[src/rtl/ysyx_22041211_store_unit.sv]
// ysyx_22041211_store_unit: store-path lane formatter and single-beat memory write sequencer.
// Rev 1.0 - initial release.
`default_nettype none

module ysyx_22041211_store_unit #(
  parameter int ADDR_WIDTH = 32,
  parameter int TIMEOUT    = 255
) (
  input  logic                  clk,
  input  logic                  rst,
  input  logic                  req_valid,
  output logic                  req_ready,
  input  logic [ADDR_WIDTH-1:0] req_addr,
  input  logic [31:0]           req_data,
  input  logic [1:0]            req_size,
  output logic                  mem_valid,
  input  logic                  mem_ready,
  output logic [ADDR_WIDTH-1:0] mem_addr,
  output logic [31:0]           mem_wdata,
  output logic [3:0]            mem_wmask,
  output logic                  resp_valid,
  output logic                  resp_err
);

  typedef enum logic [1:0] {
    IDLE     = 2'd0,
    WAIT_MEM = 2'd1,
    RESP     = 2'd2
  } state_t;

  localparam logic [7:0] CNT_LAST = 8'(TIMEOUT - 1);

  state_t      state;
  logic [7:0]  cnt;
  logic        err;
  logic        bad_req;
  logic [31:0] fmt_wdata;
  logic [3:0]  fmt_wmask;

  // Narrow and replicate the store data into lanes; flag anything that cannot be issued.
  always_comb begin
    bad_req   = 1'b0;
    fmt_wdata = 32'd0;
    fmt_wmask = 4'd0;
    case (req_size)
      2'b00: begin
        fmt_wdata = {4{req_data[7:0]}};
        fmt_wmask = 4'b0001 << req_addr[1:0];
      end
      2'b01: begin
        bad_req   = req_addr[0];
        fmt_wdata = {2{req_data[15:0]}};
        fmt_wmask = 4'b0011 << {req_addr[1], 1'b0};
      end
      2'b10: begin
        bad_req   = |req_addr[1:0];
        fmt_wdata = req_data;
        fmt_wmask = 4'b1111;
      end
      default: bad_req = 1'b1;
    endcase
  end

  always_ff @(posedge clk or posedge rst) begin
    if (rst) begin
      state     <= IDLE;
      cnt       <= 8'd0;
      err       <= 1'b0;
      mem_addr  <= '0;
      mem_wdata <= 32'd0;
      mem_wmask <= 4'd0;
    end else begin
      case (state)
        IDLE: begin
          cnt <= 8'd0;
          if (req_valid) begin
            if (bad_req) begin
              err   <= 1'b1;
              state <= RESP;
            end else begin
              err       <= 1'b0;
              mem_addr  <= {req_addr[ADDR_WIDTH-1:2], 2'b00};
              mem_wdata <= fmt_wdata;
              mem_wmask <= fmt_wmask;
              state     <= WAIT_MEM;
            end
          end
        end
        WAIT_MEM: begin
          // A ready arriving on the last allowed cycle still counts as success.
          if (mem_ready || cnt == CNT_LAST) begin
            err       <= ~mem_ready;
            mem_wdata <= 32'd0;
            mem_wmask <= 4'd0;
            state     <= RESP;
          end else begin
            cnt <= cnt + 8'd1;
          end
        end
        RESP: begin
          cnt   <= 8'd0;
          state <= IDLE;
        end
        default: state <= IDLE;
      endcase
    end
  end

  assign req_ready  = (state == IDLE);
  assign mem_valid  = (state == WAIT_MEM);
  assign resp_valid = (state == RESP);
  assign resp_err   = (state == RESP) && err;

endmodule

`default_nettype wire

[config.mk]
export PLATFORM = sky130hd
export DESIGN_NAME = ysyx_22041211_store_unit
export DESIGN_NICKNAME = d
export VERILOG_FILES = /design/src/rtl/ysyx_22041211_store_unit.sv
export SDC_FILE = /design/constraint.sdc
export NUM_CORES = 1
export LEC_CHECK = 0
export ABC_AREA = 1
export ABC_CLOCK_PERIOD_IN_PS = 7400
export CORE_UTILIZATION = 49
export CTS_CLUSTER_DIAMETER = 30
export CTS_CLUSTER_SIZE = 12
export DETAILED_ROUTE_END_ITERATION = 6
export GPL_TIMING_DRIVEN = 0
export PLACE_DENSITY = 0.86
export SETUP_SLACK_MARGIN = 0.2
export SYNTH_ARGS = -nofsm -noshare
export SYNTH_HDL_FRONTEND = slang
export SYNTH_SLANG_ARGS = --single-unit
[constraint.sdc]
create_clock -name clk -period 7.4 [get_ports clk]
set_input_delay 1.48 -clock clk [delete_from_list [all_inputs] [get_ports clk]]
set_output_delay 1.48 -clock clk [all_outputs]
set_load 0.02 [all_outputs]
==> results.yml <==
critical_path:
  cp_max_fo: 10
  path_class: "flip-flop to output pin"
  critical_path_required_ns: 5.92
  worst_setup_path_end_kind: "output pin"
  r2r_slack_ns: 5.76
  start_kind: "flip-flop"
  worstPathArrival_ns: 2.25
  rr_worst_depth: 10
sta:
  setup_viol: 0
  setup_tns_ns: 0
  finalCriticalPeriod_ns: 3.73
  rsz0062_at_grt: "no"
  finClkSkew_ns: 0.00897
  hold_violations: 0
  fin_ws_ns: 3.67
  slew_violations: 0
  fin_hold_ws_ns: 0.481
  clock.fmax_mhz: 268
  fin_crit_sh_pct: 50.5
synthesis:
  synth_commonest_cells: "nand2_1 (172), dfrtp_1 (77), nand3_1 (68), inv_1 (61), o21ai_0 (30)"
  synth_top_flop_cell: "dfrtp_1"
  netlist_instances: 511
  synth_edf_count: 0
  ys_types: 31
  yosysSeqAreaShare_pct: 48.8
  avgSynthCellArea_um2: 7.72
  synth_area_mm2: 0.00395
  async_reset_ff_share_pct: 100
  synth_seq_cells: 77
  yosys_warnings: 0
  yosysTopAreaCellShare_pct: 48.8
  synth.area.top_cells: "dfrtp_1 (49%), nand2_1 (16%), nand3_1 (8.6%)"
  yosys.area.top_type: "dfrtp_1"
  synth.most_common_cell: "nand2_1"
grt:
  grt_start_max_net_pins: 65
  grt_usage_pct: 27.6
  grt_pass1_wl_mm: 18.1
  grt_pass1_vias: 3836
  antenna_found_initial: 0
  grt_overflow: 0
placement:
  place_ws_ns: 4.09
  placed_area_mm2: 0.00550
  place.gp.congestion: 0.889
  dp_hpwl_mm: 8.49
  dpl.cell_count: 754
  port_buffers: 139
run:
  max_cap_viol_count: 0
layout:
  drive_gt1_share_pct: 8.68
  nets: 735
  areaGrowthSynthToFinish_pct: 44.0
  n_antenna_cell: 0
  fill_cells: 607
  final_cells: 770
  utilization_pct: 73.1
  fin_area_mm2: 0.00568
route:
  wire_per_inst_um: 14.6
  drtPass1Iterations: 6
  routed_via_density: 5.19
  finalWirelength_mm: 11.3
  first_iter_violations: 200
  dr_total_vias: 3998
  drcViolationCount: 0
  final_antenna_net_count: 0
cts:
  clk_path_buf_depth: 2
  cts_hold_buf: 0
  clk_pin_slew_ns: 0.08
  cts_buffers: 9
  h-tree-depth: 3
  cts_sinks: 77
  cts_root_buffer: "clkbuf_8"
  post_cts_buffers: 0
  cts_tree: "done"
  worstSkewPairLatency_ns: 0.35
  ctsResizeCount: 0
power:
  p_int_mw: 1.19
  pwr-share-comb_pct: 51.4
  p_seq_share_pct: 33.9
  clock_power_share_pct: 14.6
  max-vdd-ir-drop_v: 0.000190
  p_switching_uw: 848
  p_leak_nw: 2.89
  fin_total_pwr_mw: 2.04
  power_density_mw_per_mm2: 359
  p_sw_share_pct: 41.6
outcome:
  status: "finished, final reports clean"
floorplan:
  start_util_pct: 50.8
  fp.dieH_um: 91.7
  coreArea_mm2: 0.00777
  num_io_pins: 142
  dieWidth_um: 91.7
  dieArea_mm2: 0.00841
  rows: 32
hold_path:
  holdPathStages: 2
  hold_path.class: "flip-flop to flip-flop"
cells in the final DEF, fill, tap and decap left out, types with 2 or more instances in the layout:
cell,netlist,routed
a21oi_1,20,20
buf_2,9,9
buf_4,4,4
buf_6,6,6
clkbuf_1,2,2
clkbuf_2,3,3
clkbuf_8,0,9
clkdlybuf4s50_1,0,139
clkinv_4,0,3
conb_1,1,2
dfrtp_1,77,77
ha_1,2,2
inv_1,61,60
inv_2,3,3
nand2_1,172,172
nand2_2,3,3
nand2_4,2,2
nand3_1,68,68
nand3_2,2,2
nand3_4,2,2
nand4_1,9,9
nor2_1,19,19
nor2_2,3,3
o21ai_0,30,30
o21ai_1,2,2
xor2_1,3,3
cells by family (layout without fill, tap and decap cells):
group                    Yosys count  in the layout  synth area share [%]
AND/OR/NAND/NOR                  283            283                  31.7
buffers and inverters             89            245                  10.4
flip-flops                        77             77                  48.8
AO/OA/AOI/OAI                     56             56                  7.64
XOR/XNOR                           3              3                 0.666
adder cells (fa/ha/maj)            2              2                 0.634
other                              1              2                0.0951
power groups by stage:
stage                     clock [mW]  sequential, mW  combinational (mW)
after global routing           0.320           0.709                1.12
after global placement             0           0.690                1.03
after CTS                      0.303           0.690                1.05
after floorplan                    0           0.893               0.346
final                          0.298           0.692                1.05
after detailed placement           0           0.694                1.05
flip-flops by register name, indices dropped and copies added, names as in the netlist:
| name | cells |
|---|---|
| cnt | 8 |
| err | 1 |
| mem_addr | 30 |
| mem_wdata | 32 |
| mem_wmask | 4 |
| state | 2 |
worst paths after layout:
kind	startpoint	to
min reg2reg	mem_wdata[7]	mem_wdata[7]
max reg2reg	cnt[0]	mem_wdata[1]
max	state[0]	mem_valid
min	mem_wdata[7]	mem_wdata[7]
min in group asynchronous	rst	mem_wdata[9]
max in group asynchronous	rst	mem_wdata[15]
routing by layer:
metal  GRT usage [%]  up-vias  wire length, um
met5               0        -                0
met4            12.0        0              246
met3            4.56       27              682
met2            46.4      171             5510
met1            35.2     1890             4810
li1                -     1910                -
worst max-delay path: stages (launching register included):
cell	delay [ns]
dfrtp_1	0.38
buf_4	0.20
nand2_4	0.09
buf_4	0.18
inv_1	0.14
buf_2	0.27
clkdlybuf4s50_1	0.65
layout make-up:
| cell class | instances | area [um2] | share of cell area (%) |
|---|---|---|---|
| plain buffers | 25 | 169 | 2.97 |
| clock buffers | 9 | 124 | 2.18 |
| clock inverters | 7 | 58.8 | 1.04 |
| inverters | 64 | 243 | 4.27 |
| multi-input cells | 346 | 1610 | 28.4 |
| flip-flops and latches | 77 | 1930 | 33.9 |
| well taps | 102 | 128 | 2.25 |
| repair buffers | 140 | 1420 | 25.0 |
Power figures use the tool's default switching activity.
